**src/rtl/ks_adder_pipe.sv**
```systemverilog
`default_nettype none
// ============================================================================
// Module   : ks_adder_pipe
// Brief    : Pipelined Kogge-Stone adder/subtractor with a valid/ready handshake
//            and a global stall when the output is backpressured.
// Revision : 1.0  initial release
// ============================================================================
module ks_adder_pipe #(
    parameter int WIDTH  = 16,
    parameter int SUB_EN = 1
) (
    input  logic             clk,
    input  logic             rst,
    input  logic [WIDTH-1:0] a,
    input  logic [WIDTH-1:0] b,
    input  logic             cin,
    input  logic             sub,
    input  logic             in_valid,
    output logic             in_ready,
    output logic [WIDTH-1:0] sum,
    output logic             cout,
    output logic             ovf,
    output logic             out_valid,
    input  logic             out_ready
);

    localparam int LEVELS = $clog2(WIDTH);
    localparam int MSB    = WIDTH - 1;

    // Stage 0 holds the operand-derived terms; stage s holds the result of prefix level s.
    logic             r_v    [0:LEVELS];
    logic [WIDTH-1:0] r_g    [0:LEVELS];
    logic [WIDTH-1:0] r_pp   [0:LEVELS];
    logic [WIDTH-1:0] r_p    [0:LEVELS];
    logic             r_c0   [0:LEVELS];
    logic             r_amsb [0:LEVELS];
    logic             r_bmsb [0:LEVELS];

    logic [WIDTH-1:0] r_sum;
    logic             r_cout;
    logic             r_ovf;
    logic             r_out_valid;

    logic             w_sub_eff;
    logic [WIDTH-1:0] w_bp;
    logic             w_c0;
    logic             w_adv;

    logic [WIDTH-1:0] w_g_nxt  [1:LEVELS];
    logic [WIDTH-1:0] w_pp_nxt [1:LEVELS];

    logic [WIDTH-1:0] w_carry;
    logic [WIDTH-1:0] w_sum;
    logic             w_cout;
    logic             w_ovf;

    assign w_sub_eff = (SUB_EN != 0) ? sub : 1'b0;
    assign w_bp      = w_sub_eff ? ~b : b;
    assign w_c0      = w_sub_eff | cin;

    // Whole pipeline moves together; it only freezes when the output slot is occupied and blocked.
    assign w_adv     = ~r_out_valid | out_ready;
    assign in_ready  = w_adv;

    // Kogge-Stone level s combines each bit with the group 2^(s-1) positions below it.
    always_comb begin
        for (int s = 1; s <= LEVELS; s++) begin
            w_g_nxt[s]  = r_g[s-1];
            w_pp_nxt[s] = r_pp[s-1];
            for (int i = (1 << (s-1)); i < WIDTH; i++) begin
                w_g_nxt[s][i]  = r_g[s-1][i] | (r_pp[s-1][i] & r_g[s-1][i - (1 << (s-1))]);
                w_pp_nxt[s][i] = r_pp[s-1][i] & r_pp[s-1][i - (1 << (s-1))];
            end
        end
    end

    // Carry-in enters only here: carry into bit i is G[i-1:0] | P[i-1:0] & c0.
    always_comb begin
        w_carry    = '0;
        w_carry[0] = r_c0[LEVELS];
        for (int i = 1; i < WIDTH; i++) begin
            w_carry[i] = r_g[LEVELS][i-1] | (r_pp[LEVELS][i-1] & r_c0[LEVELS]);
        end
    end

    assign w_sum  = r_p[LEVELS] ^ w_carry;
    assign w_cout = r_g[LEVELS][MSB] | (r_pp[LEVELS][MSB] & r_c0[LEVELS]);
    assign w_ovf  = (r_amsb[LEVELS] == r_bmsb[LEVELS]) & (w_sum[MSB] != r_amsb[LEVELS]);

    always_ff @(posedge clk) begin
        if (rst) begin
            for (int s = 0; s <= LEVELS; s++) begin
                r_v[s] <= 1'b0;
            end
            r_out_valid <= 1'b0;
            r_sum       <= '0;
            r_cout      <= 1'b0;
            r_ovf       <= 1'b0;
        end else if (w_adv) begin
            r_v[0] <= in_valid;
            for (int s = 1; s <= LEVELS; s++) begin
                r_v[s] <= r_v[s-1];
            end
            r_out_valid <= r_v[LEVELS];
            if (r_v[LEVELS]) begin
                r_sum  <= w_sum;
                r_cout <= w_cout;
                r_ovf  <= w_ovf;
            end
        end
    end

    // Datapath carries no reset; the valid bits alone decide what is meaningful.
    always_ff @(posedge clk) begin
        if (w_adv) begin
            r_g[0]    <= a & w_bp;
            r_pp[0]   <= a ^ w_bp;
            r_p[0]    <= a ^ w_bp;
            r_c0[0]   <= w_c0;
            r_amsb[0] <= a[MSB];
            r_bmsb[0] <= w_bp[MSB];
            for (int s = 1; s <= LEVELS; s++) begin
                r_g[s]    <= w_g_nxt[s];
                r_pp[s]   <= w_pp_nxt[s];
                r_p[s]    <= r_p[s-1];
                r_c0[s]   <= r_c0[s-1];
                r_amsb[s] <= r_amsb[s-1];
                r_bmsb[s] <= r_bmsb[s-1];
            end
        end
    end

    assign sum       = r_sum;
    assign cout      = r_cout;
    assign ovf       = r_ovf;
    assign out_valid = r_out_valid;

endmodule
`default_nettype wire
```
**config.mk**
```make
export PLATFORM = sky130hd
export DESIGN_NAME = ks_adder_pipe
export DESIGN_NICKNAME = d
export VERILOG_FILES = /design/src/rtl/ks_adder_pipe.sv
export SDC_FILE = /design/constraint.sdc
export NUM_CORES = 1
export LEC_CHECK = 0
export ABC_AREA = 1
export CAP_MARGIN = 5
export CORE_ASPECT_RATIO = 0.8
export CORE_MARGIN = 2
export CORE_UTILIZATION = 25
export DETAILED_ROUTE_END_ITERATION = 8
export DONT_BUFFER_PORTS = 1
export PLACE_DENSITY = 0.43
export SYNTH_ARGS = -nofsm -noshare
export SYNTH_HDL_FRONTEND = slang
export SYNTH_SLANG_ARGS = --single-unit
```
**constraint.sdc**
```tcl
create_clock -name clk -period 4.06 [get_ports clk]
set_clock_uncertainty 0.2 [all_clocks]
set_input_delay 0.812 -clock clk [delete_from_list [all_inputs] [get_ports clk]]
set_output_delay 0.812 -clock clk [all_outputs]
set_load 0.02 [all_outputs]
```
# --- Yosys cells after proc, flatten, opt, wreduce, memory -nomap -nowiden ---
# Memory sizes are Yosys's and may differ from the RTL's.
# Index checks and enable logic that the tools add are counted.
word_totals:
  out_inout_bits: 20
  romBits: 0
  memories: 7
  in_bits: 38
  wordCells: 218
  mem_bits_rw: 260
  latch_bits: 0
  ff_bits: 19
op_classes:
  bitwise_logic: 192
  eq_ne: 2
  div_mod_pow: 0
  shift: 0
  n_mux: 12
  n_reduce_logical: 1
  order_cmp: 0
  add_sub_neg: 0
  mul: 0
mem_list:
  columns: ["name", "depth", "width", "rd", "rd_ports_with_merged_regs", "wr", "line", "text"]
  rows:
  - ["r_g", 5, 16, 5, 0, 5, "32", "logic [WIDTH-1:0] r_g [0:LEVELS];"]
  - ["r_p", 5, 16, 5, 0, 5, "34", "logic [WIDTH-1:0] r_p [0:LEVELS];"]
  - ["r_pp", 5, 16, 5, 0, 5, "33", "logic [WIDTH-1:0] r_pp [0:LEVELS];"]
  - ["r_amsb", 5, 1, 5, 0, 5, "36", "logic r_amsb [0:LEVELS];"]
  - ["r_bmsb", 5, 1, 5, 0, 5, "37", "logic r_bmsb [0:LEVELS];"]
  - ["r_c0", 5, 1, 5, 0, 5, "35", "logic r_c0 [0:LEVELS];"]
  - ["+1 memories", null, null, null, null, null, null, null]
op_table:
  columns: ["op", "n"]
  rows:
  - ["$and 1x1->1", 115]
  - ["$or 1x1->1", 72]
  - ["$xor 16x16->16", 2]
  - ["$and 16x16->16", 1]
  - ["$mux 16", 1]
  - ["$not 16->16", 1]
  - ["$mux 1", 11]
  - ["$reduce_and 2->1", 1]
  - ["$eq 1x1->1", 1]
  - ["$ne 1x1->1", 1]
  - ["$not 1->1", 1]

# --- Logic depth before layout (Yosys ltp) ---
logic_depth:
  depth_word: 6
  ltp_mapped: 8
  ltp_nobuf: 8

# --- Worst setup path after synthesis ---
# No wires, ideal clock.
synth_path:
  path_type: "input port to output port"
  startpoint: "input port out_ready"
  endpoint: "output port in_ready"
  required_time_ns: 3.048
  path_buffers: 0
  slack_ns: 0.524
  stages: 2
  t_arrival_ns: 2.524
  path_cell_list: "inv_1 > nand2_4"
synth_via:
  elab_chain_len: 1
synth_rtl:
  columns: ["item", "line", "text"]
  rows:
  - ["start, declared", "24", "input logic out_ready"]
  - ["$or 1x1->1", "62", "assign w_adv = ~r_out_valid | out_ready;"]
  - ["end, declared", "19", "output logic in_ready,"]
# No other way between the ends.

# --- Worst setup path in the final report ---
layout_path:
  startpoint: "register r_out_valid (netlist: out_valid) (read register of r_v)"
  endpoint: "output port in_ready"
layout_via:
  elab_chain_len: 2
layout_rtl:
  columns: ["item", "line", "text"]
  rows:
  - ["start, declared", "42", "logic r_out_valid;"]
  - ["$not 1->1", "62", null]
  - ["$or 1x1->1", "62", null]
# No other way between the ends.

==> results.json <==
{
  "status": "finished clean",
  "synth_seq_cells": 259,
  "maxCapViolations": 0,
  "synth_area_um2": 9369,
  "internal_power_mw": 4.968,
  "synth.distinct_cells": 19,
  "drive_above_1_share": 0.07309,
  "tns_ns": 0,
  "routed-via-count": 4261,
  "synth_top_cell_area_share": 0.7692,
  "relSlewSlack": 0.5602,
  "holdPathStages": 1,
  "cts_buffers": 26,
  "nets": 678,
  "min_period_ns": 2.602,
  "cts_sinks": 259,
  "switching_share": 0.2130,
  "antenna_found_initial": 2,
  "via_per_inst": 3.771,
  "end_kind": "output port",
  "hold_violations": 0,
  "cp-start-kind": "flop",
  "powerDensity_nw_per_um2": 581.3,
  "gp_congestion": 0.7167,
  "max-clock-path-buffers": 3,
  "ys_warn_count": 0,
  "worst-path-max-fanout": 77,
  "initial_core_util": 0.2534,
  "grt_pass1_vias": 4537,
  "synth.avg_cell_area_um2": 15.67,
  "ff2ff_setup_slack_ns": 1.91,
  "p_clk_frac": 0.390,
  "antenna_left": 0,
  "syn_to_final_growth_pct": 15.93,
  "p_leak_nw": 4.644,
  "wl_mm": 16.10,
  "io_pins": 58,
  "cts_root_buf": "clkbuf_16",
  "power_frac_seq": 0.564,
  "core-area_um2": 36970,
  "ff_latch_area_um2": 7587,
  "grt.total_usage": 0.08594,
  "holdBufCountCts": 0,
  "fill_cells": 3660,
  "dr.pass1.iters": 4,
  "cp_top_family": "flip-flops",
  "clkTransAtPathRegs_ns": 0.06,
  "slowest_delay_ns": 0.58,
  "worst-path-buf-inv": 0,
  "wl_per_cell_um": 14.25,
  "layout_common_cells": "edfxtp_1 (240), nand2_1 (106), inv_1 (84), a21oi_1 (31), xor2_1 (30)",
  "startpoint": "out_valid",
  "syn-num-nets": 653,
  "synthTopCellsByArea": "edfxtp_1 (77%), nand2_1 (4.2%), dfxtp_1 (4.1%)",
  "rsz0062_at_grt": "no",
  "r2r-end": "r_g[2][8]",
  "slew_viol_final": 0,
  "arrival_ns": 1.59,
  "dp_hpwl_mm": 10.96,
  "path_cells": "nand2_8",
  "critPathKind": "reg2out",
  "ctsResizeCount": 0,
  "cp_slowest_cell": "dfxtp_1",
  "final_cell_area_um2": 10860,
  "worst_slew_pin_slew_ns": 0.6597,
  "final_common_cell": "edfxtp_1",
  "max_freq_ghz": 0.3843,
  "htree_levels": 1,
  "cts_tree": "built",
  "dr.first_iter.drc_count": 357,
  "ys_seq_area_frac": 0.8098,
  "postSynthCellCount": 598,
  "place_area_um2": 9971,
  "drcViolationCount": 0,
  "multi_input_area_um2": 1406,
  "fin_hold_ws_ns": 0.1490,
  "hold_path.startpoint": "rst",
  "rr_worst_depth": 2,
  "whs_endpoint": "out_valid",
  "hp-class": "in2reg",
  "grt_pass1_wl_mm": 25.81,
  "synth_top_cell_by_area": "edfxtp_1",
  "r2r-start": "out_valid",
  "period_share": 0.6410,
  "worstPathRequired_ns": 3.05,
  "comb_power_share": 0.046,
  "chipWidth_um": 220.4,
  "setup_viol": 0,
  "n_antenna_cell": 0,
  "die_y_um": 177.2,
  "post_cts_buffers": 0,
  "clkLatencyLatePin_ns": 0.53,
  "grt_overflow": 0,
  "ir_worst_vdd_uv": 249.9,
  "numPortBuffers": 0,
  "num_rows": 63,
  "die_area_um2": 39050,
  "p_sw_mw": 1.345,
  "grt_max_degree": 78
}
## area by class of cell
type | instances | area share
inverters | 86 | 0.02995
flip-flops and latches | 259 | 0.6985
clock buffers | 34 | 0.06555
multi-input cells | 246 | 0.1295
well taps | 487 | 0.05610
clock inverters | 14 | 0.01647
repair buffers | 4 | 0.003917
## Yosys cell counts
master	count
nand3_1	6
nand2_1	106
edfxtp_1	240
or2_2	1
inv_4	1
o21ai_1	5
a21o_1	24
xor2_1	30
nor2_1	12
a21oi_1	31
inv_1	84
buf_2	2
buf_6	3
o21ai_0	12
dfxtp_1	19
nand2_4	2
buf_4	2
ha_1	17
inv_2	1
## how the worst max path moves through the flow
stage                      end  cells past startpoint
floorplan             in_ready                      2
global placement    r_g[2][12]                      3
detailed placement   r_g[2][8]                      3
CTS                   in_ready                      1
global route          in_ready                      1
finish                in_ready                      1
## through the flow
step	cells	worst slack [ns]	util	power, mW
floorplan	598	0.5238	-	3.733
global placement	1082	1.532	0.2697	3.923
detailed placement	1082	1.462	0.2697	3.927
CTS	1130	1.430	0.2938	6.420
global route	1130	1.353	0.2938	6.608
finish	1130	1.458	0.2938	6.313
## kinds of logic after synthesis
family | share of synthesized area
flops | 0.8098
xor+xnor | 0.02804
compound gates | 0.04487
fa+ha+maj | 0.02270
simple gates | 0.05355
buf+inv | 0.04100
## per-layer routing
layer | vias up | global-route usage | part of all wire | routed length [µm]
met5 | - | 0 | 0 | 0
met4 | 0 | 0.02265 | 0.023 | 369
met3 | 30 | 0.02680 | 0.077 | 1236
met2 | 93 | 0.1198 | 0.41 | 6544
met1 | 2018 | 0.1277 | 0.49 | 7947
li1 | 2120 | - | - | -
## power groups by stage
stage / clock network (mW) / registers [mW] / logic (mW)
6_report: 2.46 / 3.56 / 0.288
2_1_floorplan: 0 / 3.52 / 0.213
5_1_grt: 2.65 / 3.61 / 0.343
3_3_place_gp: 0 / 3.63 / 0.296
4_1_cts: 2.55 / 3.58 / 0.299
3_5_place_dp: 0 / 3.63 / 0.295
## state kept, by name, indices dropped and copies added (netlist names)
signal	cells
r_c0	5
r_g	80
r_bmsb	5
out_valid	1
r_v	5
ovf	1
sum	16
cout	1
r_pp	62
r_p	78
r_amsb	5
No activity file was read; power rests on OpenSTA's default activity.
